--- src/rtl/branch_flag_resolver.sv ---
// branch_flag_resolver: registers ALU N/Z/C flags and resolves conditional branches over valid/ready
//   clk, rst_n                     clock, asynchronous active-low reset
//   alu_valid, alu_negative/zero/carry   incoming ALU flag update
//   br_valid/br_ready, br_cond, br_wait, br_pc, br_offset   branch request
//   res_valid/res_ready, res_taken, res_target, res_timeout   branch result
//   flags_q                        stored flags {N,Z,C}
module branch_flag_resolver #(
  parameter int ADDR_W     = 32,
  parameter int WAIT_LIMIT = 15
) (
  input  logic              clk,
  input  logic              rst_n,
  input  logic              alu_valid,
  input  logic              alu_negative,
  input  logic              alu_zero,
  input  logic              alu_carry,
  input  logic              br_valid,
  output logic              br_ready,
  input  logic [2:0]        br_cond,
  input  logic              br_wait,
  input  logic [ADDR_W-1:0] br_pc,
  input  logic [ADDR_W-1:0] br_offset,
  output logic              res_valid,
  input  logic              res_ready,
  output logic              res_taken,
  output logic [ADDR_W-1:0] res_target,
  output logic              res_timeout,
  output logic [2:0]        flags_q
);
  localparam logic [1:0] S_IDLE = 2'd0, S_WAIT = 2'd1, S_RES = 2'd2;
  logic [1:0]        state;
  logic [7:0]        wcnt;
  logic              live;
  logic [2:0]        cond_q;
  logic [ADDR_W-1:0] pc_q, off_q;
  logic              tk_now, tk_byp, imm;
  // condition codes indexed directly into a truth vector: bit k is the outcome of cond k
  function automatic logic eval(input logic [2:0] c, input logic [2:0] f);
    logic [7:0] t;
    t = {1'b0, ~f[0], f[0], ~f[2], f[2], ~f[1], f[1], 1'b1};
    return t[c];
  endfunction
  always_comb begin
    tk_now = eval(br_cond, flags_q);
    tk_byp = eval(cond_q, {alu_negative, alu_zero, alu_carry});
    imm    = !br_wait || br_cond == 3'b000 || br_cond == 3'b111;
  end
  // live keeps br_ready low while reset is held and until the first edge after release
  assign br_ready  = state == S_IDLE && live;
  assign res_valid = state == S_RES;
  always_ff @(posedge clk or negedge rst_n) begin
    if (!rst_n) begin
      state       <= S_IDLE;
      wcnt        <= '0;
      live        <= 1'b0;
      cond_q      <= '0;
      pc_q        <= '0;
      off_q       <= '0;
      flags_q     <= '0;
      res_taken   <= 1'b0;
      res_target  <= '0;
      res_timeout <= 1'b0;
    end else begin
      live <= 1'b1;
      if (alu_valid) flags_q <= {alu_negative, alu_zero, alu_carry};
      case (state)
        S_IDLE: if (br_valid && br_ready) begin
          cond_q      <= br_cond;
          pc_q        <= br_pc;
          off_q       <= br_offset;
          res_timeout <= 1'b0;
          wcnt        <= '0;
          if (imm) begin
            res_taken  <= tk_now;
            res_target <= tk_now ? br_pc + br_offset : br_pc + ADDR_W'(4);
            state      <= S_RES;
          end else state <= S_WAIT;
        end
        S_WAIT: if (alu_valid) begin
          res_taken  <= tk_byp;
          res_target <= tk_byp ? pc_q + off_q : pc_q + ADDR_W'(4);
          state      <= S_RES;
        end else if (wcnt == 8'(WAIT_LIMIT - 1)) begin
          res_taken   <= 1'b0;
          res_target  <= pc_q + ADDR_W'(4);
          res_timeout <= 1'b1;
          state       <= S_RES;
        end else wcnt <= wcnt + 8'd1;
        S_RES: if (res_ready) state <= S_IDLE;
        default: state <= S_IDLE;
      endcase
    end
  end
endmodule

--- config.mk ---
export PLATFORM = sky130hd
export DESIGN_NAME = branch_flag_resolver
export DESIGN_NICKNAME = d
export VERILOG_FILES = /design/src/rtl/branch_flag_resolver.sv
export SDC_FILE = /design/constraint.sdc
export NUM_CORES = 1
export LEC_CHECK = 0
export CORE_MARGIN = 2
export CORE_UTILIZATION = 26
export CTS_CLUSTER_DIAMETER = 150
export DETAILED_ROUTE_END_ITERATION = 7
export SYNTH_ARGS = -nofsm -noshare
export SYNTH_HDL_FRONTEND = slang
export SYNTH_SLANG_ARGS = --single-unit
export TNS_END_PERCENT = 100
--- constraint.sdc ---
create_clock -name clk -period 3.3 [get_ports clk]
set_input_delay 0.66 -clock clk [delete_from_list [all_inputs] [get_ports clk]]
set_output_delay 0.66 -clock clk [all_outputs]
set_load 0.05 [all_outputs]
==> tab_implementation.tex, run 1 <==
\begin{tabular}{lr}
\hline
Metric & Value \\
\hline
\multicolumn{2}{l}{\textbf{Floorplanning}} \\
Horiz. Die Dim & 198 um \\
Overall die area & 39100 um\^{}2 \\
Top-level port count & 115 \\
Initial Util & 0.262 \\
Site row count & 71 \\
Die height & 198 um \\
CORE AREA & 37300 um\^{}2 \\
\multicolumn{2}{l}{\textbf{Yosys}} \\
EDFF count, synth & 0 \\
Net Count, Synth & 1407 \\
Yosys cell types & 78 \\
Proportion of netlist area held by the largest area contributor & 0.295 \\
Mapped Avg Cell Area & 7.74 um\^{}2 \\
Synth area leaders & sky130\_fd\_sc\_hd\_\_dfrtp\_1, sky130\_fd\_sc\_hd\_\_nand2\_1, sky130\_fd\_sc\_hd\_\_ha\_1 \\
Number of instances in the synthesized netlist & 1263 \\
Cell type with the highest aggregate area in the netlist & sky130\_fd\_sc\_hd\_\_dfrtp\_1 \\
Async set-reset flop share out of synthesis & 1.00 \\
Most used DFF post-synth & sky130\_fd\_sc\_hd\_\_dfrtp\_1 \\
Total of flip-flops plus latches after synthesis & 115 \\
Most numerous cell in the Yosys netlist & sky130\_fd\_sc\_hd\_\_nand2\_1 \\
Post-synth design cell area & 9770 um\^{}2 \\
Commonest cells post-synth & sky130\_fd\_sc\_hd\_\_nand2\_1, sky130\_fd\_sc\_hd\_\_dfrtp\_1, sky130\_fd\_sc\_hd\_\_nor2\_1, sky130\_fd\_sc\_hd\_\_a21oi\_1, sky130\_fd\_sc\_hd\_\_o21ai\_0 \\
Number of warnings issued by yosys & 0 \\
Proportion of synthesized chip area in sequential cells & 0.295 \\
\multicolumn{2}{l}{\textbf{Detailed routing}} \\
Per-cell via count in the routed design & 5.12 \\
Routed vias & 10100 \\
Wire length after detailed routing & 35600 um \\
Detailed-route wire length per cell & 18.0 um \\
Count of antenna-violating nets left after detailed routing & 0 \\
Starting DRT DRC Count & 814 \\
DRC violation count after routing & 0 \\
TritonRoute pass-1 iters & 6 \\
\multicolumn{2}{l}{\textbf{Clock tree}} \\
TritonCTS buffer count & 17 \\
Post-CTS Hold Buffers & 0 \\
Clock tree sinks & 115 \\
Maximum root-to-sink buffer count & 2 \\
TritonCTS clock tree & done \\
Clock-pin slew of the registers on the worst-case setup and hold paths & 60 ps \\
CTS H-Tree Depth & 4 \\
Worst-Skew Late Latency & 420 ps \\
Cell at the root of the clock tree & sky130\_fd\_sc\_hd\_\_clkbuf\_16 \\
\multicolumn{2}{l}{\textbf{Critical path}} \\
Setup CP Type & input port to register \\
Worst Setup End Kind & register \\
Kind of launch point of the worst setup path & input port \\
Data arrival time of the critical path & 3550 ps \\
Critical path peak fanout & 7 \\
Depth of the worst register-to-register path & 11 \\
Worst Path Required & 3650 ps \\
\multicolumn{2}{l}{\textbf{Global routing}} \\
Pin count of the biggest net entering global routing & 77 \\
Met2 usage & 0.291 \\
GRT Total Usage & 0.186 \\
Gr ovfl total & 0 \\
Met1 track demand over resource in global routing & 0.256 \\
Antenna violations before repair & 0 \\
First-pass GRT wire length & 56100 um \\
Met3 track demand over resource & 0.0324 \\
Busiest layer in global routing & met2 \\
Number of global-route vias before repair & 9966 \\
\multicolumn{2}{l}{\textbf{Timing}} \\
Setup clock skew after layout & 8.15 ps \\
Tightest slew margin relative to the limit & 0.394 \\
Number of hold violations in the final report & 0 \\
Setup violators final & 0 \\
Upper clock frequency limit & 0.312 GHz \\
Unrepaired setup endpoints after global routing & false \\
Sum of negative setup slack & 0 ps \\
Number of max-slew violations in the final report & 0 \\
Actual slew at the worst max-slew pin & 908 ps \\
Min setup slack post-route & 93.3 ps \\
Minimum period implied by the final worst setup slack & 3210 ps \\
Share of the clock period used by the worst path after layout & 0.972 \\
\multicolumn{2}{l}{\textbf{Power and ir drop}} \\
Maximum resistive drop on vdd & 429 uV \\
Leakage & 0.00596 uW \\
Power per cell area & 876 nW/um\^{}2 \\
Total Power & 11500 uW \\
\multicolumn{2}{l}{\textbf{Placement}} \\
Global placer's final weighted congestion & 0.910 \\
Detail Placement HPWL & 28100 um \\
Worst slack at placement & -636 ps \\
\# port buffers & 114 \\
Placed Instance Area & 12400 um\^{}2 \\
\multicolumn{2}{l}{\textbf{Layout}} \\
Antenna diode count & 0 \\
Layout Cell Area excl Fill & 13200 um\^{}2 \\
Core Util, Final & 0.353 \\
Area overhead of the layout relative to synthesis & 34.8\% \\
Share of final-layout standard cells stronger than drive strength 1 & 0.146 \\
Total number of nets in the final design & 1633 \\
\multicolumn{2}{l}{\textbf{Min path}} \\
Hold WC Path Type & input port to async pin \\
\multicolumn{2}{l}{\textbf{Run status}} \\
Status & completed \\
\multicolumn{2}{l}{\textbf{Run}} \\
Number of maximum-capacitance violations & 0 \\
\hline
\end{tabular}
cell usage in the layout (no fill, tap or decap), types with 54 or more instances in the layout:
cell	Yosys	routed
sky130_fd_sc_hd__xor2_1	54	54
sky130_fd_sc_hd__dfrtp_1	115	115
sky130_fd_sc_hd__ha_1	66	63
sky130_fd_sc_hd__o21ai_0	70	67
sky130_fd_sc_hd__nor2_1	93	93
sky130_fd_sc_hd__nand3_1	58	58
sky130_fd_sc_hd__clkdlybuf4s50_1	0	104
sky130_fd_sc_hd__buf_4	2	144
sky130_fd_sc_hd__nand2_1	295	293
sky130_fd_sc_hd__a21oi_1	82	81
worst max-delay path: stages:
cell                              delay (ps)
sky130_fd_sc_hd__clkdlybuf4s50_1         470
sky130_fd_sc_hd__ha_1                    360
sky130_fd_sc_hd__and3_4                  170
sky130_fd_sc_hd__a31o_1                  230
sky130_fd_sc_hd__o211ai_2                250
sky130_fd_sc_hd__o211ai_2                150
sky130_fd_sc_hd__and3_4                  260
sky130_fd_sc_hd__a211oi_2                220
sky130_fd_sc_hd__o21ai_1                 110
sky130_fd_sc_hd__or4_1                   490
sky130_fd_sc_hd__a31oi_1                 180
state kept, by name (all words and copies together) (netlist names):
signal and cells:
state 2, cond_q 3, pc_q 32, res_target 32, wcnt 8, res_timeout 1, off_q 32, res_taken 1
live 1, flags_q 3
timing repair:
action                                  in CTS  in global routing
endpoints found under the hold margin        0                  0
gates cloned                                 0                  0
resized for setup                            4                 18
pin swaps                                    3                 16
buffers inserted                             2                  0
endpoints found under the setup margin       5                 10
where the power goes:
| part | internal, uW | total, uW | switching (uW) |
|---|---|---|---|
| registers | 2050 | 2810 | 753 |
| clock network | 1390 | 2080 | 682 |
| logic | 2600 | 6650 | 4060 |
| total | 6040 | 11500 | 5490 |
logic make-up after synthesis:
kind of cell,after synthesis,share of synthesized area
flops,115,0.295
compound gates,318,0.213
simple gates,578,0.269
xor+xnor,96,0.0861
fa+ha+maj,68,0.0886
buf+inv,71,0.0312
mux,16,0.0170
other cells,1,0.000384
metal layers:
metal / vias to the layer above / share of wire
met1: 4796 / 0.48
met2: 303 / 0.44
met3: 47 / 0.055
li1: 4975 / -
met4: 0 / 0.023
met5: - / 0
stage by stage:
stage	hold WS (ps)	std cells
after floorplan	364	1263
after global placement	451	1942
after detailed placement	454	1942
after CTS	215	1976
after global routing	245	1976
final	210	1976
path summary, 6_finish.rpt:
| path | start | end | slack, ps |
|---|---|---|---|
| max in group asynchronous | rst_n | res_target[21] | 2290 |
| min | rst_n | off_q[7] | 210 |
| max | br_offset[4] | res_target[31] | 90 |
| min reg2reg | res_target[7] | res_target[7] | 460 |
| min in group clk | res_target[7] | res_target[7] | 460 |
| max reg2reg | pc_q[0] | res_target[20] | 200 |
layout make-up:
cell class              count  area, um^2
multi-input cells        1077        6690
clock inverters            10         178
inverters                  18        67.6
well taps                 474         593
clock buffers              22         474
flip-flops and latches    115        2880
repair buffers            260        2290
fillers                  3943       24100
(Power assumes the default switching activity.)
==> inputs of run 2 (changes only) <==
--- a/config.mk
+++ b/config.mk
@@ -5,7 +5,7 @@
 export SDC_FILE = /design/constraint.sdc
 export NUM_CORES = 1
 export LEC_CHECK = 0
-export CORE_MARGIN = 2
+export CORE_MARGIN = 10
 export CORE_UTILIZATION = 26
 export CTS_CLUSTER_DIAMETER = 150
 export DETAILED_ROUTE_END_ITERATION = 7
==> tab_implementation.tex, run 2 (synthesis results as in run 1) <==
\begin{tabular}{lr}
\hline
Metric & Value \\
\hline
\multicolumn{2}{l}{\textbf{Run status}} \\
Status & completed \\
\multicolumn{2}{l}{\textbf{Layout}} \\
Total number of nets in the final design & 1638 (+0.31\%) \\
Share of final-layout standard cells stronger than drive strength 1 & 0.148 (+0.00150) \\
Antenna diode count & 0 (unchanged) \\
Biggest regs & off\_q: 32 flops, pc\_q: 32 flops, res\_target: 32 flops \\
Core Util, Final & 0.357 (+0.00395) \\
Leading cell type in the layout, fill and taps excluded & sky130\_fd\_sc\_hd\_\_nand2\_1 \\
Area overhead of the layout relative to synthesis & 34.7\% (about the same) \\
Commonest non-fill, non-tap cells in the layout & sky130\_fd\_sc\_hd\_\_nand2\_1, sky130\_fd\_sc\_hd\_\_buf\_4, sky130\_fd\_sc\_hd\_\_dfrtp\_1, sky130\_fd\_sc\_hd\_\_clkdlybuf4s50\_1, sky130\_fd\_sc\_hd\_\_nor2\_1 \\
\multicolumn{2}{l}{\textbf{Timing}} \\
Minimum period implied by the final worst setup slack & 3200 ps (-10.4 ps) \\
Actual slew at the worst max-slew pin & 891 ps (-17.8 ps) \\
Setup violators final & 0 (unchanged) \\
Share of the clock period used by the worst path after layout & 0.969 (-0.00315) \\
Setup clock skew after layout & 14.2 ps (+6.00 ps) \\
Unrepaired setup endpoints after global routing & false \\
Number of max-slew violations in the final report & 0 (unchanged) \\
Tightest slew margin relative to the limit & 0.406 (+0.0118) \\
Number of hold violations in the final report & 0 (unchanged) \\
Upper clock frequency limit & 0.313 GHz (+0.33\%) \\
Sum of negative setup slack & 0 ps (unchanged) \\
\multicolumn{2}{l}{\textbf{Power and ir drop}} \\
Switching power share of the total & 0.497 (+0.0212) \\
Power share of the combinational group & 0.587 (+0.010) \\
Internal Power & 5790 uW (-4.2\%) \\
Maximum resistive drop on vdd & 564 uV (+31\%) \\
NetSw & 5730 uW (+4.3\%) \\
Power per cell area & 875 nW/um\^{}2 (-0.10\%) \\
Share of total power in sequential cells & 0.244 (about the same) \\
Clock group share of total power & 0.169 (-0.011) \\
Leakage & 0.00592 uW (-0.61\%) \\
\multicolumn{2}{l}{\textbf{Floorplanning}} \\
Horiz. Die Dim & 214 um (+8.1\%) \\
Top-level port count & 115 (unchanged) \\
Overall die area & 45700 um\^{}2 (+17\%) \\
CORE AREA & 36900 um\^{}2 (-1.2\%) \\
Initial Util & 0.265 (+0.00311) \\
Die height & 214 um (+8.1\%) \\
Site row count & 70 (-1.4\%) \\
\multicolumn{2}{l}{\textbf{Critical path}} \\
Maximum single-stage delay on the critical path & 470 ps (-20 ps) \\
Buffer and inverter count on the worst path & 2 (+1) \\
CP max-delay cell & sky130\_fd\_sc\_hd\_\_or4\_1 \\
Series of cell instances along the critical path & clkdlybuf4s50\_1 > ha\_1 > a21oi\_1 > o21ai\_0 > buf\_4 > a2111oi\_4 > o211ai\_2 > and3\_4 > a211oi\_2 > o21ai\_2 > or4\_1 > a31oi\_1 \\
Worst Setup End Kind & register \\
Kind of launch point of the worst setup path & input port \\
Critical path peak fanout & 7 (unchanged) \\
Worst Path Required & 3670 ps (+20 ps) \\
Depth of the worst register-to-register path & 11 (unchanged) \\
Gate family responsible for the most delay along the worst path & compound AO/OA/AOI/OAI gates \\
Setup CP Type & input port to register \\
Stages on the worst setup path & 12 (+1) \\
Data arrival time of the critical path & 3560 ps (about the same) \\
\multicolumn{2}{l}{\textbf{Clock tree}} \\
TritonCTS buffer count & 17 (unchanged) \\
Maximum root-to-sink buffer count & 2 (unchanged) \\
Worst-Skew Late Latency & 440 ps (+20 ps) \\
Clock tree sinks & 115 (unchanged) \\
Clock-pin slew of the registers on the worst-case setup and hold paths & 70 ps (about the same) \\
TritonCTS clock tree & done \\
CTS H-Tree Depth & 4 (unchanged) \\
Cell at the root of the clock tree & sky130\_fd\_sc\_hd\_\_clkbuf\_16 \\
Post-CTS Hold Buffers & 0 (unchanged) \\
\multicolumn{2}{l}{\textbf{Global routing}} \\
Number of global-route vias before repair & 9824 (-1.4\%) \\
Antenna violations before repair & 1 (+1) \\
Gr ovfl total & 0 (unchanged) \\
First-pass GRT wire length & 58400 um (+4.1\%) \\
Pin count of the biggest net entering global routing & 77 (unchanged) \\
GRT Total Usage & 0.166 (-0.0192) \\
\multicolumn{2}{l}{\textbf{Placement}} \\
Detail Placement HPWL & 29700 um (+5.9\%) \\
\# port buffers & 114 (unchanged) \\
Global placer's final weighted congestion & 0.924 (+1.5\%) \\
\multicolumn{2}{l}{\textbf{Detailed routing}} \\
Count of antenna-violating nets left after detailed routing & 0 (unchanged) \\
Per-cell via count in the routed design & 5.08 (-0.81\%) \\
DRC violation count after routing & 0 (unchanged) \\
TritonRoute pass-1 iters & 5 (-1) \\
Detailed-route wire length per cell & 18.9 um (+4.9\%) \\
Wire length after detailed routing & 38000 um (+6.7\%) \\
Starting DRT DRC Count & 782 (-3.9\%) \\
Routed vias & 10200 (+0.95\%) \\
\multicolumn{2}{l}{\textbf{Min path}} \\
Hold WC Path Type & input port to async pin \\
\multicolumn{2}{l}{\textbf{Run}} \\
Number of maximum-capacitance violations & 0 (unchanged) \\
\hline
\end{tabular}
[run 2: cell types whose count changed in the layout (fill, tap and decap cells not counted), moves of 2 or more]
cell	change
sky130_fd_sc_hd__buf_4	+6
sky130_fd_sc_hd__clkdlybuf4s50_1	+3
sky130_fd_sc_hd__clkbuf_8	-3
sky130_fd_sc_hd__clkbuf_1	-2
sky130_fd_sc_hd__o21ai_0	+2
sky130_fd_sc_hd__clkinv_2	-4
sky130_fd_sc_hd__dlymetal6s2s_1	-3
sky130_fd_sc_hd__inv_6	+7
sky130_fd_sc_hd__bufinv_16	-3
sky130_fd_sc_hd__clkinv_4	+5
sky130_fd_sc_hd__o21ai_1	-2
[run 2: routing by layer]
metal,wire length [um],GRT usage,part of all wire
met1,18600,0.232,0.49
met2,16600,0.253,0.44
met3,2170,0.0339,0.057
met4,660,0.0479,0.017
met5,13,0,0.00034
[run 2: stage by stage]
step	hold WS [ps]	setup WS [ps]	instance area [um^2]	std cells	total power, uW
final	152	104	13200	2011	11500
after global routing	175	2.33	13200	2011	12300
after CTS	165	12.0	13100	2011	11500
after detailed placement	468	-741	12500	1979	9470
after global placement	467	-720	12500	1979	9410
after floorplan	364	172	9770	1263	7100
[run 2: worst register-to-register path, delay by kind of cell, from the launching register on]
kind                     cells  cell delay, ps
AO/OA/AOI/OAI                5            1190
adder cells (fa/ha/maj)      2             680
flip-flops                   1             400
AND/OR/NAND/NOR              2             310
multiplexers                 1             270
XOR/XNOR                     1             150
[run 2: final timing paths]
path	slack (ps)	startpoint	endpoint
setup / recovery	100	br_pc[20]	res_target[31]
hold / removal	150	rst_n	off_q[11]
setup reg to reg	190	pc_q[0]	res_target[20]
hold reg to reg	480	res_target[7]	res_target[7]
max in group asynchronous	2240	rst_n	res_target[0]
min in group clk	480	res_target[7]	res_target[7]
[run 2: timing repair]
| action | 4_1_cts | 5_1_grt |
|---|---|---|
| pin swaps | 13 | 16 |
| setup buffers | 0 | 0 |
| gates resized for setup | 4 | 12 |
| setup endpoints to repair | 8 | 9 |
| hold endpoints to repair | 0 | 0 |
[run 2: power groups by stage]
stage	registers (uW)	logic, uW	clock network (uW)
after floorplan	3210	3890	0
after global placement	2790	6630	0
after detailed placement	2810	6660	0
after CTS	2790	6710	1970
after global routing	2880	7400	2050
final	2810	6760	1950
[run 2: final cells by class]
| cell class | instances | area [um^2] |
|---|---|---|
| fill | 3844 | 23700 |
| multi-input combinational | 1077 | 6680 |
| sequential | 115 | 2880 |
| timing repair buffer | 265 | 2310 |
| tap | 504 | 631 |
| clock buffer | 17 | 425 |
| clock inverter | 15 | 173 |
| inverter | 18 | 67.6 |
==> inputs of run 3 (changes only) <==
--- a/config.mk
+++ b/config.mk
@@ -5,7 +5,6 @@
 export SDC_FILE = /design/constraint.sdc
 export NUM_CORES = 1
 export LEC_CHECK = 0
-export CORE_MARGIN = 10
 export CORE_UTILIZATION = 26
 export CTS_CLUSTER_DIAMETER = 150
 export DETAILED_ROUTE_END_ITERATION = 7
==> tab_implementation.tex, run 3 (synthesis results as in run 1) <==
\begin{tabular}{lr}
\hline
Metric & Value \\
\hline
\multicolumn{2}{l}{\textbf{Clock tree}} \\
Clock tree sinks & 115 (unchanged) \\
TritonCTS buffer count & 17 (unchanged) \\
TritonCTS clock tree & done \\
Maximum root-to-sink buffer count & 2 (unchanged) \\
Post-CTS Hold Buffers & 0 (unchanged) \\
Clock-pin slew of the registers on the worst-case setup and hold paths & 70 ps (about the same) \\
CTS H-Tree Depth & 4 (unchanged) \\
Cell at the root of the clock tree & sky130\_fd\_sc\_hd\_\_clkbuf\_16 \\
Worst-Skew Late Latency & 440 ps (about the same) \\
\multicolumn{2}{l}{\textbf{Timing}} \\
Upper clock frequency limit & 0.314 GHz (+0.28\%) \\
Setup violators final & 0 (unchanged) \\
Unrepaired setup endpoints after global routing & false \\
Sum of negative setup slack & 0 ps (unchanged) \\
Setup clock skew after layout & 13.2 ps (-0.981 ps) \\
Minimum period implied by the final worst setup slack & 3190 ps (-8.77 ps) \\
Actual slew at the worst max-slew pin & 935 ps (+43.9 ps) \\
Number of max-slew violations in the final report & 0 (unchanged) \\
Number of hold violations in the final report & 0 (unchanged) \\
Min setup slack post-route & 112 ps (+8.77 ps) \\
Tightest slew margin relative to the limit & 0.377 (-0.0293) \\
Worst-case hold slack & 225 ps (+73.3 ps) \\
Share of the clock period used by the worst path after layout & 0.966 (-0.00266) \\
\multicolumn{2}{l}{\textbf{Critical path}} \\
CP max-delay cell & sky130\_fd\_sc\_hd\_\_clkdlybuf4s50\_1 \\
Kind of launch point of the worst setup path & input port \\
Series of cell instances along the critical path & clkdlybuf4s50\_1 > ha\_2 > a21oi\_2 > o21ai\_2 > a2111oi\_4 > o211ai\_2 > and3\_4 > a211oi\_2 > o21ai\_1 > or4\_1 > a31oi\_1 \\
Worst Path Required & 3660 ps (about the same) \\
Worst Setup End Kind & register \\
Gate family responsible for the most delay along the worst path & compound AO/OA/AOI/OAI gates \\
Maximum single-stage delay on the critical path & 510 ps (+40 ps) \\
Buffer and inverter count on the worst path & 1 (-1) \\
Critical path peak fanout & 7 (unchanged) \\
Setup CP Type & input port to register \\
Data arrival time of the critical path & 3540 ps (-20 ps) \\
Reg2Reg Setup Slack & 280 ps (+90 ps) \\
\multicolumn{2}{l}{\textbf{Run}} \\
Number of maximum-capacitance violations & 0 (unchanged) \\
\multicolumn{2}{l}{\textbf{Global routing}} \\
Gr ovfl total & 0 (unchanged) \\
Antenna violations before repair & 1 (unchanged) \\
Pin count of the biggest net entering global routing & 77 (unchanged) \\
GRT Total Usage & 0.192 (+0.0258) \\
First-pass GRT wire length & 56900 um (-2.6\%) \\
Number of global-route vias before repair & 9895 (+0.72\%) \\
\multicolumn{2}{l}{\textbf{Detailed routing}} \\
Count of antenna-violating nets left after detailed routing & 0 (unchanged) \\
DRC violation count after routing & 0 (unchanged) \\
Metal2 WL & 16000 um (-3.4\%) \\
Wire length after detailed routing & 36200 um (-4.7\%) \\
Met1 Routed Length & 17800 um (-4.2\%) \\
Routed vias & 10200 (-0.55\%) \\
Per-cell via count in the routed design & 5.17 (+1.8\%) \\
Met3 layer wire length in the routed design & 1830 um (-16\%) \\
Starting DRT DRC Count & 745 (-4.7\%) \\
Uppermost layer routed & met5 \\
TritonRoute pass-1 iters & 4 (-1) \\
Detailed-route wire length per cell & 18.4 um (-2.5\%) \\
\multicolumn{2}{l}{\textbf{Floorplanning}} \\
Top-level port count & 115 (unchanged) \\
Overall die area & 38400 um\^{}2 (-16\%) \\
Site row count & 70 (unchanged) \\
Horiz. Die Dim & 196 um (-8.4\%) \\
Initial Util & 0.266 (+0.000631) \\
Die height & 196 um (-8.4\%) \\
CORE AREA & 36800 um\^{}2 (-0.24\%) \\
\multicolumn{2}{l}{\textbf{Power and ir drop}} \\
Maximum resistive drop on vdd & 470 uV (-17\%) \\
Leakage & 0.00584 uW (-1.5\%) \\
Power per cell area & 871 nW/um\^{}2 (-0.43\%) \\
Total Power & 11300 uW (-1.6\%) \\
\multicolumn{2}{l}{\textbf{Placement}} \\
Detail Placement HPWL & 28100 um (-5.4\%) \\
Global placer's final weighted congestion & 0.893 (-3.3\%) \\
Placed cell count & 1932 (-2.4\%) \\
\# port buffers & 114 (unchanged) \\
Worst slack at placement & -719 ps (+21.5 ps) \\
\multicolumn{2}{l}{\textbf{Layout}} \\
Antenna diode count & 0 (unchanged) \\
Leading cell type in the layout, fill and taps excluded & sky130\_fd\_sc\_hd\_\_nand2\_1 \\
Area overhead of the layout relative to synthesis & 33.1\% \\
Total number of nets in the final design & 1628 (-0.61\%) \\
Finished Layout Cells & 1965 (-2.3\%) \\
Share of final-layout standard cells stronger than drive strength 1 & 0.145 (-0.00302) \\
Commonest non-fill, non-tap cells in the layout & sky130\_fd\_sc\_hd\_\_nand2\_1, sky130\_fd\_sc\_hd\_\_buf\_4, sky130\_fd\_sc\_hd\_\_dfrtp\_1, sky130\_fd\_sc\_hd\_\_clkdlybuf4s50\_1, sky130\_fd\_sc\_hd\_\_nor2\_1 \\
Biggest regs & off\_q: 32 flops, pc\_q: 32 flops, res\_target: 32 flops \\
\multicolumn{2}{l}{\textbf{Run status}} \\
Status & completed \\
\multicolumn{2}{l}{\textbf{Min path}} \\
Hold WC Path Type & input port to async pin \\
\hline
\end{tabular}
run 3: routing by layer:
metal | up-vias | GRT usage
li1 | 4978 | -
met1 | 4852 | 0.274
met2 | 296 | 0.301
met3 | 33 | 0.0313
met4 | 2 | 0.0463
met5 | - | 0
run 3: repair_timing:
action                                 4_1_cts  5_1_grt
pin swaps                                    6       16
buffers inserted                             0        1
endpoints found under the hold margin        0        0
setup endpoints to repair                    6        5
gates resized for setup                      6       13
run 3: layout make-up:
cell class | instances | area (um^2)
clock buffers | 17 | 425
clock inverters | 15 | 135
fillers | 3843 | 23800
inverters | 18 | 67.6
multi-input cells | 1077 | 6680
flip-flops and latches | 115 | 2880
well taps | 468 | 586
repair buffers | 255 | 2230
run 3: worst paths after layout:
| kind | end | cells past startpoint | from |
|---|---|---|---|
| worst max-delay path | res_target[31] | 11 | br_pc[9] |
| worst min-delay path | off_q[7] | 1 | rst_n |
| min in group clk | res_target[7] | 2 | res_target[7] |
| worst max register to register | res_target[20] | 11 | pc_q[0] |
| worst min register to register | res_target[7] | 2 | res_target[7] |
| max in group asynchronous | res_target[12] | 2 | rst_n |
run 3: through the flow:
step | cell area, um^2 | util
after global placement | 12400 | 0.336
after CTS | 13000 | 0.352
after floorplan | 9770 | -
after detailed placement | 12400 | 0.336
final | 13000 | 0.354
after global routing | 13000 | 0.354
run 3: power breakdown:
group	leakage (uW)	total, uW	switching, uW	internal, uW
sequential	0.00142	2800	743	2050
clock	0.000273	1820	780	1040
combinational	0.00414	6720	4100	2620
total	0.00584	11300	5620	5710
